### src/rtl/pipe_hazard_ctrl.sv
// Pipeline sequencing controller: stage enables and bubbles for
// load-use, EX redirects, LSU back-pressure and multi-cycle MUL/DIV.
module pipe_hazard_ctrl #(
  parameter int MDU_LAT = 4,
  parameter int CNT_W   = 6
) (
  input  logic       clk,
  input  logic       rst,
  input  logic [4:0] id_rs1,
  input  logic [4:0] id_rs2,
  input  logic       id_rs1_ren,
  input  logic       id_rs2_ren,
  input  logic [4:0] ex_rd,
  input  logic       ex_wen,
  input  logic       ex_load,
  input  logic       ex_mdu,
  input  logic       ex_redirect,
  input  logic       mem_busy,
  output logic       pc_en,
  output logic       ifid_en,
  output logic       idex_en,
  output logic       exmem_en,
  output logic       ifid_flush,
  output logic       idex_flush,
  output logic       exmem_flush,
  output logic       mdu_start,
  output logic       mdu_done,
  output logic       mdu_busy
);

  typedef enum logic [1:0] {
    S_RUN,
    S_MDU,
    S_HOLD
  } state_t;

  localparam logic [CNT_W-1:0] LAT_M1 =
    CNT_W'(MDU_LAT - 1);

  state_t           r_state;
  state_t           w_state_nxt;
  logic [CNT_W-1:0] r_cnt;
  logic [CNT_W-1:0] w_cnt_nxt;
  logic             w_cnt_zero;
  logic             w_rs1_hit;
  logic             w_rs2_hit;
  logic             w_lu_hit;
  logic             w_mdu_acc;

  assign w_cnt_zero = (r_cnt == '0);

  assign w_rs1_hit = id_rs1_ren
                   & (id_rs1 == ex_rd);
  assign w_rs2_hit = id_rs2_ren
                   & (id_rs2 == ex_rd);
  assign w_lu_hit  = ex_load & ex_wen
                   & (ex_rd != 5'd0)
                   & (w_rs1_hit | w_rs2_hit);

  // MDU is accepted only when no higher-priority RUN case applies
  assign w_mdu_acc = ~mem_busy
                   & ~ex_redirect
                   & ex_mdu;

  always_ff @(posedge clk) begin
    if (!rst) begin
      r_state <= S_RUN;
      r_cnt   <= '0;
    end else begin
      r_state <= w_state_nxt;
      r_cnt   <= w_cnt_nxt;
    end
  end

  always_comb begin
    w_state_nxt = r_state;
    w_cnt_nxt   = r_cnt;
    unique case (r_state)
      S_RUN: begin
        if (w_mdu_acc) begin
          w_state_nxt = S_MDU;
          w_cnt_nxt   = LAT_M1;
        end
      end
      S_MDU: begin
        if (!w_cnt_zero) begin
          w_cnt_nxt = r_cnt - 1'b1;
        end else if (mem_busy) begin
          w_state_nxt = S_HOLD;
        end else begin
          w_state_nxt = S_RUN;
        end
      end
      S_HOLD: begin
        if (!mem_busy) begin
          w_state_nxt = S_RUN;
        end
      end
      default: w_state_nxt = S_RUN;
    endcase
  end

  always_comb begin
    pc_en       = 1'b0;
    ifid_en     = 1'b0;
    idex_en     = 1'b0;
    exmem_en    = 1'b0;
    ifid_flush  = 1'b0;
    idex_flush  = 1'b0;
    exmem_flush = 1'b0;
    mdu_start   = 1'b0;
    mdu_done    = 1'b0;
    mdu_busy    = 1'b0;
    if (rst) begin
      mdu_busy = (r_state != S_RUN);
      unique case (r_state)
        S_RUN: begin
          if (mem_busy) begin
            pc_en = 1'b0;
          end else if (ex_redirect) begin
            pc_en      = 1'b1;
            ifid_en    = 1'b1;
            idex_en    = 1'b1;
            exmem_en   = 1'b1;
            ifid_flush = 1'b1;
            idex_flush = 1'b1;
          end else if (ex_mdu) begin
            mdu_start   = 1'b1;
            exmem_en    = 1'b1;
            exmem_flush = 1'b1;
          end else if (w_lu_hit) begin
            idex_en    = 1'b1;
            idex_flush = 1'b1;
            exmem_en   = 1'b1;
          end else begin
            pc_en    = 1'b1;
            ifid_en  = 1'b1;
            idex_en  = 1'b1;
            exmem_en = 1'b1;
          end
        end
        S_MDU: begin
          if (!w_cnt_zero) begin
            exmem_en    = ~mem_busy;
            exmem_flush = ~mem_busy;
          end else begin
            mdu_done = 1'b1;
            pc_en    = ~mem_busy;
            ifid_en  = ~mem_busy;
            idex_en  = ~mem_busy;
            exmem_en = ~mem_busy;
          end
        end
        S_HOLD: begin
          mdu_done = 1'b1;
          pc_en    = ~mem_busy;
          ifid_en  = ~mem_busy;
          idex_en  = ~mem_busy;
          exmem_en = ~mem_busy;
        end
        default: mdu_busy = 1'b1;
      endcase
    end
  end

endmodule

### config.mk
export PLATFORM = sky130hd
export DESIGN_NAME = pipe_hazard_ctrl
export DESIGN_NICKNAME = d
export VERILOG_FILES = /design/src/rtl/pipe_hazard_ctrl.sv
export SDC_FILE = /design/constraint.sdc
export NUM_CORES = 1
export LEC_CHECK = 0
export ABC_AREA = 1
export CAP_MARGIN = 20
export CORE_ASPECT_RATIO = 1.5
export CORE_MARGIN = 2
export CORE_UTILIZATION = 39
export CTS_CLUSTER_DIAMETER = 100
export DETAILED_ROUTE_END_ITERATION = 7
export PLACE_DENSITY = 0.85
export SYNTH_ARGS = -nofsm -noshare
export SYNTH_HDL_FRONTEND = slang
export SYNTH_SLANG_ARGS = --single-unit
### constraint.sdc
create_clock -name clk -period 1.6 [get_ports clk]
set_clock_uncertainty 0.2 [all_clocks]
set_input_delay 0.32 -clock clk [delete_from_list [all_inputs] [get_ports clk]]
set_output_delay 0.32 -clock clk [all_outputs]
set_load 0.005 [all_outputs]
==> summary.md, run 1 <==
| Metric | Value |
|---|---|
| Wire length of the first global-routing pass | 5.32 mm |
| Vias per std cell | 5.52 |
| Proportion of synthesized chip area in sequential cells | 0.179 |
| Syn Nets | 189 |
| Buffers added on ports | 33 |
| Post-synth EDFFs | 0 |
| Overflow after GRT | 0 |
| RSZ-0062 raised after global routing | yes |
| Final Max Slew Viols | 0 |
| Site row count | 21 |
| Remaining antenna violation count after routing | 0 |
| Final Instance Count excl. Fillers | 251 |
| Mean post-synth cell area | 5.62 um2 |
| Post-synth design cell area | 893 um2 |
| Register bit total from synthesis | 8 |
| Cells taking the most area after synthesis | nand2_1, dfxtp_1, nor2_1 |
| Antenna violations before repair | 0 |
| Slew at the pin closest to its max-slew limit | 0.241 ns |
| Met2 WL post-DR | 2.05 mm |
| Placeable core region | 2210 um2 |
| Met1 Routed Length | 1.15 mm |
| Startpoint of the lowest-slack register-to-register path | r_state[1]$_SDFFE_PN0P_ |
| Number of instances on the worst hold path | 2 |
| Synth warnings | 0 |
| Routed Wire Length | 3.58 mm |
| Fraction of final layout cells sized beyond drive strength 1 | 0.482 |
| Die outline area | 2700 um2 |
| Worst setup SP type | flip-flop |
| Maximum clock insertion buffer count | 2 |
| Clk pin slew, worst setup/hold paths | 0.07 ns |
| Top sig layer | met4 |
| Path depth of the worst reg2reg path | 10 |
| Endpoint arrival time on the critical path | 1.45 ns |
| Period Utilization, post-route | 1.23 |
| Starting DRT DRC Count | 49 |
| Distinct cell type count of the synthesized netlist | 23 |
| Worst min-delay path class | flip-flop to flip-flop |
| Detailed-router iteration count before antenna repair | 7 |
| Final critical-path required period | 1.97 ns |
| Clk sinks | 8 |
| Number of max-cap violations | 0 |
| Setup CP Type | flip-flop to output port |
| Largest area contributor in the synthesized netlist | nand2_1 |
| Worst VDD drop | 0.533 mV |
| Via count | 1386 |
| Amount of wire on met3 after detailed routing | 176 um |
| Last weighted congestion value of the routability-driven placer | 0.856 |
| Number of global-route vias before repair | 1304 |
| Total power density per cell area | 1110 nW/um2 |
| Violated checks | negative setup slack |
| Critical path endpoint category | output port |
| Final count of hold timing violations | 0 |
| Overall die width | 43.1 um |
| Deepest level of the CTS H-tree | 1 |
| Clock Tree Root | clkbuf_4 |
| Total Nets Final | 260 |
| Chip Height | 62.6 um |
| Commonest register cell after synthesis | dfxtp_1 |
| Final setup slack of the worst path | -0.374 ns |
| Critical Path Fanout Max | 2 |
| Clock insertion delay at the later pin of the skew report | 0.26 ns |
| DRC violations left | 0 |
| Origin of the worst min-delay path | r_cnt[0]$_SDFFE_PN0P_ |
| Worst hold endpoint | r_cnt[0]$_SDFFE_PN0P_ |
| Area growth, synth to finish | 91.5% |
| Global routing usage summed across all routing layers | 0.252 |
| CTS buffer count | 3 |
| Starting Density | 0.405 |
| # placed instances | 238 |
| Post-route worst hold slack | 0.343 ns |
| Result of the run | finished, violations left |
| Placed wire-length estimate after detailed placement | 2.32 mm |
| Pin count of the biggest net entering global routing | 8 |
| Worst-case setup slack after placement | -0.937 ns |
| Reported leakage power | 0.000913 uW |
| Max-slew headroom at the worst pin | 0.839 |
| Post-synth ARST share | 0 |
| Reg-to-reg critical path endpoint | r_cnt[2]$_SDFFE_PN0P_ |
| Cell count after synthesis | 159 |
| Flop-to-flop setup slack | -0.23 ns |
| Mean routed wirelength per cell | 14.3 um |
| Design Power | 1890 uW |
| Count of final setup violators | 18 |
| Share of the synthesized area in the top cell type | 0.197 |
| Critical path data required time | 1.08 ns |
| Clock tree from TritonCTS | done |
| Diodes inserted | 0 |
| Maximum clock frequency | 0.507 GHz |
| Number of I/O pins | 34 |
cell usage in the layout (no fill, tap or decap), types with 2 or more instances in the layout:
cell             instances
a21oi_1                  2
a21oi_2                  5
buf_2                   10
buf_4                   27
buf_6                    7
clkbuf_4                 3
clkdlybuf4s15_1          2
clkdlybuf4s50_1          2
dfxtp_1                  3
dfxtp_2                  4
dlygate4sd2_1           17
ha_4                     4
inv_1                   16
inv_2                   11
nand2_1                 36
nand2_2                  9
nand2_4                  5
nand3_1                  6
nand3_2                  3
nand4_1                  5
nor2_1                  20
nor2_2                   4
nor2_4                   5
nor3_2                   2
o21ai_1                  2
xor2_1                   3
what timing repair did:
action / 4_1_cts / 5_1_grt
hold buffers: 0 / 0
setup buffers: 8 / 4
pin swaps: 28 / 22
gates resized for setup: 92 / 32
endpoints found under the setup margin: 18 / 18
Yosys cell counts (all sizes together), types with 3 or more instances:
cell,number
a21oi,7
dfxtp,8
ha,6
inv,28
nand2,50
nand3,10
nand4,6
nor2,29
nor3,3
o21ai,5
xor2,3
routing by layer:
| metal | GRT usage | vias up |
|---|---|---|
| li1 | - | 632 |
| met1 | 0.212 | 637 |
| met2 | 0.528 | 88 |
| met3 | 0.0347 | 29 |
| met4 | 0.102 | 0 |
| met5 | 0 | - |
logic make-up after synthesis:
family | after synthesis | synth area share
DFF | 8 | 0.179
xor gates and xnor gates | 3 | 0.0294
and+or+nand+nor | 99 | 0.492
AOI/OAI and AO/OA | 12 | 0.0798
adders and majority gates | 6 | 0.0840
buffers and inverters | 31 | 0.136
sequential cells by signal, indices dropped and copies added (netlist names):
register / count
r_state: 2
r_cnt: 6
cell type report:
cell class / count / area, um2
multi-input combinational: 120 / 820
inverter: 29 / 113
sequential: 8 / 169
fill: 167 / 497
timing repair buffer: 68 / 558
tap: 23 / 28.8
clock buffer: 3 / 22.5
power breakdown:
part           switching (uW)  internal (uW)
logic                     733            693
clock network            78.1           86.4
registers                47.0            256
total                     858           1040
how the worst max path moves through the flow:
stage | startpoint | to | slack [ns] | cells past startpoint
detailed placement | ex_rd[0] | idex_flush | -0.94 | 10
finish | r_cnt[1]$_SDFFE_PN0P_ | ifid_en | -0.37 | 9
global placement | ex_rd[0] | idex_flush | -0.92 | 10
floorplan | r_cnt[0]$_SDFFE_PN0P_ | pc_en | -0.06 | 9
global route | r_cnt[1]$_SDFFE_PN0P_ | ifid_en | -0.45 | 9
CTS | r_state[1]$_SDFFE_PN0P_ | ifid_en | -0.37 | 9
worst max-delay path, cell delays in order (launching register included):
cell,delay [ns]
dfxtp_2,0.32
inv_2,0.08
ha_4,0.15
nand4_4,0.11
nand2_4,0.11
nand2_4,0.06
nand2_4,0.08
nand2_4,0.06
nor2_4,0.09
buf_2,0.12
metrics by stage:
step	util	area, um2	TNS (ns)
after detailed placement	0.667	1470	-9.63
after global placement	0.667	1470	-9.38
after global routing	0.775	1710	-5.77
final	0.775	1710	-4.53
after floorplan	-	937	-0.0646
after CTS	0.721	1590	-3.17
(Power assumes the default switching activity.)
==> run 2: changes to the inputs <==
PLACE_DENSITY = 0.72   (was 0.85)
==> run 2 against run 1 <==
Compared with the run above: flip-flop and latch count is the same; global-route usage is 2.1 points lower; sequential power is 7.3% lower; via count down 11%; register-to-register slack better by 0.20 ns; core utilization down 5.2 points; total power is 12% lower; the flow still finishes with violations (negative setup slack); routed wire length decreased by 14%; combinational power fell by 15%; die area did not move; critical path depth down 4; non-clock buffer count decreased by 5.
==> summary.md, run 2 (same netlist as run 1, synthesis figures left out) <==
| Metric | Value |
|---|---|
| Worst min-delay path class | flip-flop to flip-flop |
| Max-slew headroom at the worst pin | 0.822 (-0.0163) |
| Logic gate share of total power | 0.731 (-0.022) |
| Violated checks | negative setup slack |
| Core utilization of the finished layout | 0.723 (-0.0522) |
| Maximum clock frequency | 0.506 GHz (about the same) |
| Most common cell after layout, fill and taps aside | nand2_1 |
| Placed Instance Area | 1480 um2 (+0.51%) |
| Starting Density | 0.405 (unchanged) |
| Starting DRT DRC Count | 22 (-55%) |
| RSZ-0062 raised after global routing | yes |
| Worst setup SP type | flip-flop |
| Final setup slack of the worst path | -0.376 ns (-0.00195 ns) |
| Internal power contribution | 911 uW (-12%) |
| Design Power | 1670 uW (-12%) |
| Switching power total | 758 uW (-12%) |
| Buffers added on ports | 33 (unchanged) |
| Fraction of final layout cells sized beyond drive strength 1 | 0.475 (-0.00712) |
| Count of final setup violators | 13 (-5) |
| Period Utilization, post-route | 1.23 (about the same) |
| Last weighted congestion value of the routability-driven placer | 0.828 (-3.2%) |
| Clk pin slew, worst setup/hold paths | 0.06 ns (about the same) |
| Top flop regs | r_cnt (6), r_state (2) |
| Final count of hold timing violations | 0 (unchanged) |
| Die outline area | 2700 um2 (unchanged) |
| Post-route worst hold slack | 0.350 ns (+0.00736 ns) |
| Detailed-router iteration count before antenna repair | 4 (-3) |
| Number of global-route vias before repair | 1253 (-3.9%) |
| Pin count of the biggest net entering global routing | 7 (-1) |
| Clock insertion delay at the later pin of the skew report | 0.27 ns (about the same) |
| Placeable core region | 2210 um2 (unchanged) |
| Vias per std cell | 5.02 (-9.2%) |
| DRC violations left | 0 (unchanged) |
| Total Nets Final | 255 (-1.9%) |
| Mean routed wirelength per cell | 12.5 um (-13%) |
| Path depth of the worst reg2reg path | 10 (unchanged) |
| Final critical-path required period | 1.98 ns (+0.00195 ns) |
| Result of the run | finished, violations left |
| Routed Wire Length | 3.07 mm (-14%) |
| Overflow after GRT | 0 (unchanged) |
| Most frequent cells in the layout | nand2_1, buf_4, nor2_1 |
| Final non-filler cell area | 1600 um2 (-6.7%) |
| Switching Share | 0.454 (+0.000764) |
| Total power density per cell area | 1050 nW/um2 (-5.5%) |
| Number of instances on the worst hold path | 2 (unchanged) |
| Critical Path Fanout Max | 6 (+4) |
| Site row count | 21 (unchanged) |
| Area growth, synth to finish | 78.6% |
| Final Max Slew Viols | 0 (unchanged) |
| Antenna violations before repair | 0 (unchanged) |
| Worst VDD drop | 0.570 mV (+6.9%) |
| Fraction of power consumed by sequential logic | 0.169 (+0.009) |
| Deepest level of the CTS H-tree | 1 (unchanged) |
| Remaining antenna violation count after routing | 0 (unchanged) |
| Setup CP Type | flip-flop to output port |
| Chip Height | 62.6 um (unchanged) |
| Clock Tree Root | clkbuf_4 |
| Register bank with the most flops | r_cnt |
| Overall die width | 43.1 um (unchanged) |
| Wire length of the first global-routing pass | 4.82 mm (-9.5%) |
| Clk sinks | 8 (unchanged) |
| Slew at the pin closest to its max-slew limit | 0.266 ns (+0.0244 ns) |
| Critical path endpoint category | output port |
| Number of max-cap violations | 0 (unchanged) |
| Diodes inserted | 0 (unchanged) |
| Reported leakage power | 0.000829 uW (-9.1%) |
| Number of I/O pins | 34 (unchanged) |
| Maximum clock insertion buffer count | 2 (unchanged) |
| Aggregate negative setup slack | -2.89 ns (+1.64 ns) |
| Clock network fraction of total power | 0.100 (+0.013) |
| Endpoint arrival time on the critical path | 1.46 ns (about the same) |
| Global routing usage summed across all routing layers | 0.231 (-0.0206) |
| CTS buffer count | 3 (unchanged) |
| Clock tree from TritonCTS | done |
| Placed wire-length estimate after detailed placement | 2.38 mm (+2.5%) |
| Max FFs per register | 6 (unchanged) |
| Critical path data required time | 1.08 ns (about the same) |
| Via count | 1234 (-11%) |
| Filler Cell Count | 202 (+21%) |
run 2: cell type report:
cell class                      count  area (um2)  area share
Tap cell                           23        28.8      0.0180
Sequential cell                     8         163       0.102
Multi-Input combinational cell    120         786       0.493
Clock buffer                        3        22.5      0.0141
Timing Repair Buffer               63         483       0.303
Inverter                           29         113      0.0706
run 2: worst paths after layout:
check,startpoint,end,slack [ns]
hold reg to reg,r_cnt[0]$_SDFFE_PN0P_,r_cnt[0]$_SDFFE_PN0P_,0.35
setup reg to reg,r_state[0]$_SDFFE_PN0P_,r_cnt[5]$_SDFFE_PN0P_,-0.03
setup / recovery,r_state[0]$_SDFFE_PN0P_,mdu_start,-0.38
hold / removal,r_cnt[0]$_SDFFE_PN0P_,r_cnt[0]$_SDFFE_PN0P_,0.35
run 2: what timing repair did:
action                                  in CTS  in global routing
endpoints found under the setup margin      17                 17
buffers inserted                             4                  0
endpoints found under the hold margin        0                  0
gates resized for setup                     82                 41
pin swaps                                   25                 22
hold buffers                                 0                  0
run 2: layer usage:
metal  track usage  vias up  share of wire
met5             0        -              0
met2         0.459       41           0.60
met1         0.182      558           0.31
li1              -      622              -
met4         0.182        0          0.052
met3        0.0260       13          0.040
run 2: power groups by stage:
stage	Combinational [uW]	Sequential, uW	Clock [uW]
after detailed placement	1070	288	0
after CTS	1120	281	168
after global routing	1320	288	177
final	1220	281	167
after floorplan	621	289	0
after global placement	1050	285	0
run 2: per-stage QoR:
stage	worst slack, ns	std cells
6_report	-0.376	246
5_1_grt	-0.465	246
4_1_cts	-0.390	246
3_5_place_dp	-0.958	239
3_3_place_gp	-0.915	239
2_1_floorplan	-0.0646	159
run 2: critical path, cell delays in order (launching register included):
cell             delay (ns)
dfxtp_2                0.33
inv_1                  0.12
ha_4                   0.20
nand4_1                0.17
nor2_1                 0.15
clkdlybuf4s15_2        0.22
==> run 3: changes to the inputs <==
CORE_UTILIZATION = 43   (was 39)
PLACE_DENSITY = 0.76   (was 0.72)
clock period = 2.05 ns   (was 1.6 ns; I/O delays follow)
==> run 3 against run 2 <==
Compared with the run above: the flow still finishes with violations (negative setup slack); combinational power is 20% lower; worst hold slack got worse by 0.035 ns; sequential power decreased by 18%; total power fell by 20%; clock-buffer cell count unchanged; setup slack gained 0.27 ns; critical path type unchanged.
==> summary.md, run 3 (same netlist as run 1, synthesis figures left out) <==
| Metric | Value |
|---|---|
| Result of the run | finished, violations left |
| Violated checks | negative setup slack |
| Delay contributed by the slowest stage of the critical path | 0.33 ns (about the same) |
| Critical path endpoint category | output port |
| Number of global-route vias before repair | 1278 (+2.0%) |
| Path depth of the worst reg2reg path | 12 (+2) |
| Number of I/O pins | 34 (unchanged) |
| Starting Density | 0.446 (+0.0415) |
| RSZ-0062 raised after global routing | yes |
| Filler Cell Count | 172 (-15%) |
| Site row count | 20 (-4.8%) |
| Worst setup SP type | flip-flop |
| Top flop regs | r_cnt (6), r_state (2) |
| Pin count of the biggest net entering global routing | 7 (unchanged) |
| Clock insertion delay at the later pin of the skew report | 0.26 ns (about the same) |
| Clk pin slew, worst setup/hold paths | 0.05 ns (about the same) |
| Starting DRT DRC Count | 19 (-14%) |
| Total power density per cell area | 839 nW/um2 (-20%) |
| Remaining antenna violation count after routing | 0 (unchanged) |
| Vias per std cell | 5.02 (about the same) |
| Count of final setup violators | 3 (-10) |
| Overall die width | 41.2 um (-4.3%) |
| Clock Tree Root | clkbuf_4 |
| Maximum clock frequency | 0.464 GHz |
| Reported leakage power | 0.000867 uW (+4.6%) |
| Dominant cell type by count on the critical path | nand2_2 |
| CTS buffer count | 3 (unchanged) |
| Final count of hold timing violations | 0 (unchanged) |
| Diodes inserted | 0 (unchanged) |
| Met2 track demand over resource in global routing | 0.533 (+0.0745) |
| Final Max Slew Viols | 0 (unchanged) |
| Final setup slack of the worst path | -0.105 ns (+0.271 ns) |
| Global routing usage summed across all routing layers | 0.276 (+0.0453) |
| Max FFs per register | 6 (unchanged) |
| Overflow after GRT | 0 (unchanged) |
| Slew at the pin closest to its max-slew limit | 0.228 ns (-0.0373 ns) |
| Routing usage on met1 | 0.226 (+0.0444) |
| Met3 routing resource usage after global routing | 0.0446 (+0.0186) |
| Critical Path Fanout Max | 3 (-3) |
| Origin of the worst min-delay path | r_cnt[0]$_SDFFE_PN0P_ |
| Chip Height | 59.8 um (-4.5%) |
| Final critical-path required period | 2.16 ns |
| Number of max-cap violations | 0 (unchanged) |
| Area growth, synth to finish | 78.2% |
| Reg-to-reg critical path endpoint | r_cnt[4]$_SDFFE_PN0P_ |
| Total Nets Final | 261 (+2.4%) |
| Final non-filler cell area | 1590 um2 (-0.24%) |
| Register bank with the most flops | r_cnt |
| Worst-path cell chain | buf_4 -> ha_4 -> inv_2 -> nand2_2 -> buf_6 -> nand2_4 -> nand2_2 -> nand2_2 -> buf_6 -> inv_2 -> buf_2 |
| Detailed-router iteration count before antenna repair | 4 (unchanged) |
| Endpoint arrival time on the critical path | 1.55 ns (+0.09 ns) |
| Worst min-delay path class | flip-flop to flip-flop |
| Critical path data required time | 1.44 ns (+0.36 ns) |
| CP max stage cell | dfxtp_2 |
| DRC violations left | 0 (unchanged) |
| Mean routed wirelength per cell | 12.2 um (-2.1%) |
| Startpoint of the lowest-slack register-to-register path | r_cnt[0]$_SDFFE_PN0P_ |
| Setup CP Type | flip-flop to output port |
| Clk sinks | 8 (unchanged) |
| Clock tree from TritonCTS | done |
| Worst VDD drop | 0.320 mV (-44%) |
| Most frequent cells in the layout | nand2_1, buf_4, nor2_1 |
| Number of hold-repair buffers added at the cts stage | 0 (unchanged) |
| Die outline area | 2470 um2 (-8.6%) |
| Deepest level of the CTS H-tree | 1 (unchanged) |
| Via count | 1259 (+2.0%) |
| Flop-to-flop setup slack | 0.19 ns (+0.22 ns) |
| Buffers added on ports | 33 (unchanged) |
| Worst hold endpoint | r_cnt[0]$_SDFFE_PN0P_ |
| Placeable core region | 2000 um2 (-9.3%) |
| Max-slew headroom at the worst pin | 0.847 (+0.0245) |
| Maximum clock insertion buffer count | 2 (unchanged) |
| Placed Instance Area | 1430 um2 (-3.6%) |
| Antenna violations before repair | 0 (unchanged) |
| Busiest grt layer | met2 |
| Fraction of final layout cells sized beyond drive strength 1 | 0.428 (-0.0474) |
| Routed Wire Length | 3.06 mm (about the same) |
| Aggregate negative setup slack | -0.216 ns (+2.68 ns) |
| Placed wire-length estimate after detailed placement | 2.31 mm (-3.3%) |
| Most common cell after layout, fill and taps aside | nand2_1 |
| Last weighted congestion value of the routability-driven placer | 0.820 (-0.98%) |
| Period Utilization, post-route | 1.05 |
| Number of instances on the worst hold path | 2 (unchanged) |
| Worst-case setup slack after placement | -0.638 ns (+0.320 ns) |
| Wire length of the first global-routing pass | 4.59 mm (-4.7%) |
## run 3: worst max path at each step
stage | start | endpoint | slack, ns | cells past startpoint
2_1_floorplan | r_state[1]$_SDFFE_PN0P_ | pc_en | 0.13 | 9
3_3_place_gp | ex_rd[0] | pc_en | -0.63 | 9
3_5_place_dp | ex_rd[0] | pc_en | -0.64 | 9
4_1_cts | r_cnt[1]$_SDFFE_PN0P_ | idex_en | -0.1 | 11
5_1_grt | r_state[1]$_SDFFE_PN0P_ | idex_en | -0.16 | 11
6_report | r_state[1]$_SDFFE_PN0P_ | idex_en | -0.11 | 11
## run 3: critical path, delay by kind of cell, from the launching register on
family	cells	cell delay, ns
adder cells (fa/ha/maj)	1	0.15
buffers and inverters	6	0.56
flip-flops	1	0.33
AND/OR/NAND/NOR	4	0.25
## run 3: per-stage QoR
step	power (uW)	utilization	std cells	hold WS, ns
2_1_floorplan	647	-	159	0.264
3_3_place_gp	955	0.713	237	0.297
3_5_place_dp	972	0.713	237	0.307
4_1_cts	1290	0.786	251	0.318
5_1_grt	1440	0.795	251	0.372
6_report	1340	0.795	251	0.315
## run 3: per-layer routing
metal  part of all wire  vias up
met4              0.044        0
met3              0.042       13
met5                  0        -
li1                   -      632
met2               0.58       46
met1               0.34      568
## run 3: area by class of cell
cell class	instances	area [um2]	area share
clock buffers	3	22.5	0.0142
multi-input cells	120	738	0.464
well taps	22	27.5	0.0173
inverters	29	110	0.0692
repair buffers	69	528	0.332
flip-flops and latches	8	165	0.104
## run 3: what timing repair did
item,4_1_cts,5_1_grt
endpoints found under the setup margin,10,12
resized for setup,90,22
buffers inserted,12,2
endpoints found under the hold margin,0,0
cloned,0,0
pin swaps,26,8
## run 3: where the power goes
part / internal, uW / leakage [uW] / switching, uW
Sequential: 197 / 0.0000667 / 33.5
Combinational: 490 / 0.000787 / 492
Clock: 67.1 / 0.0000138 / 55.2
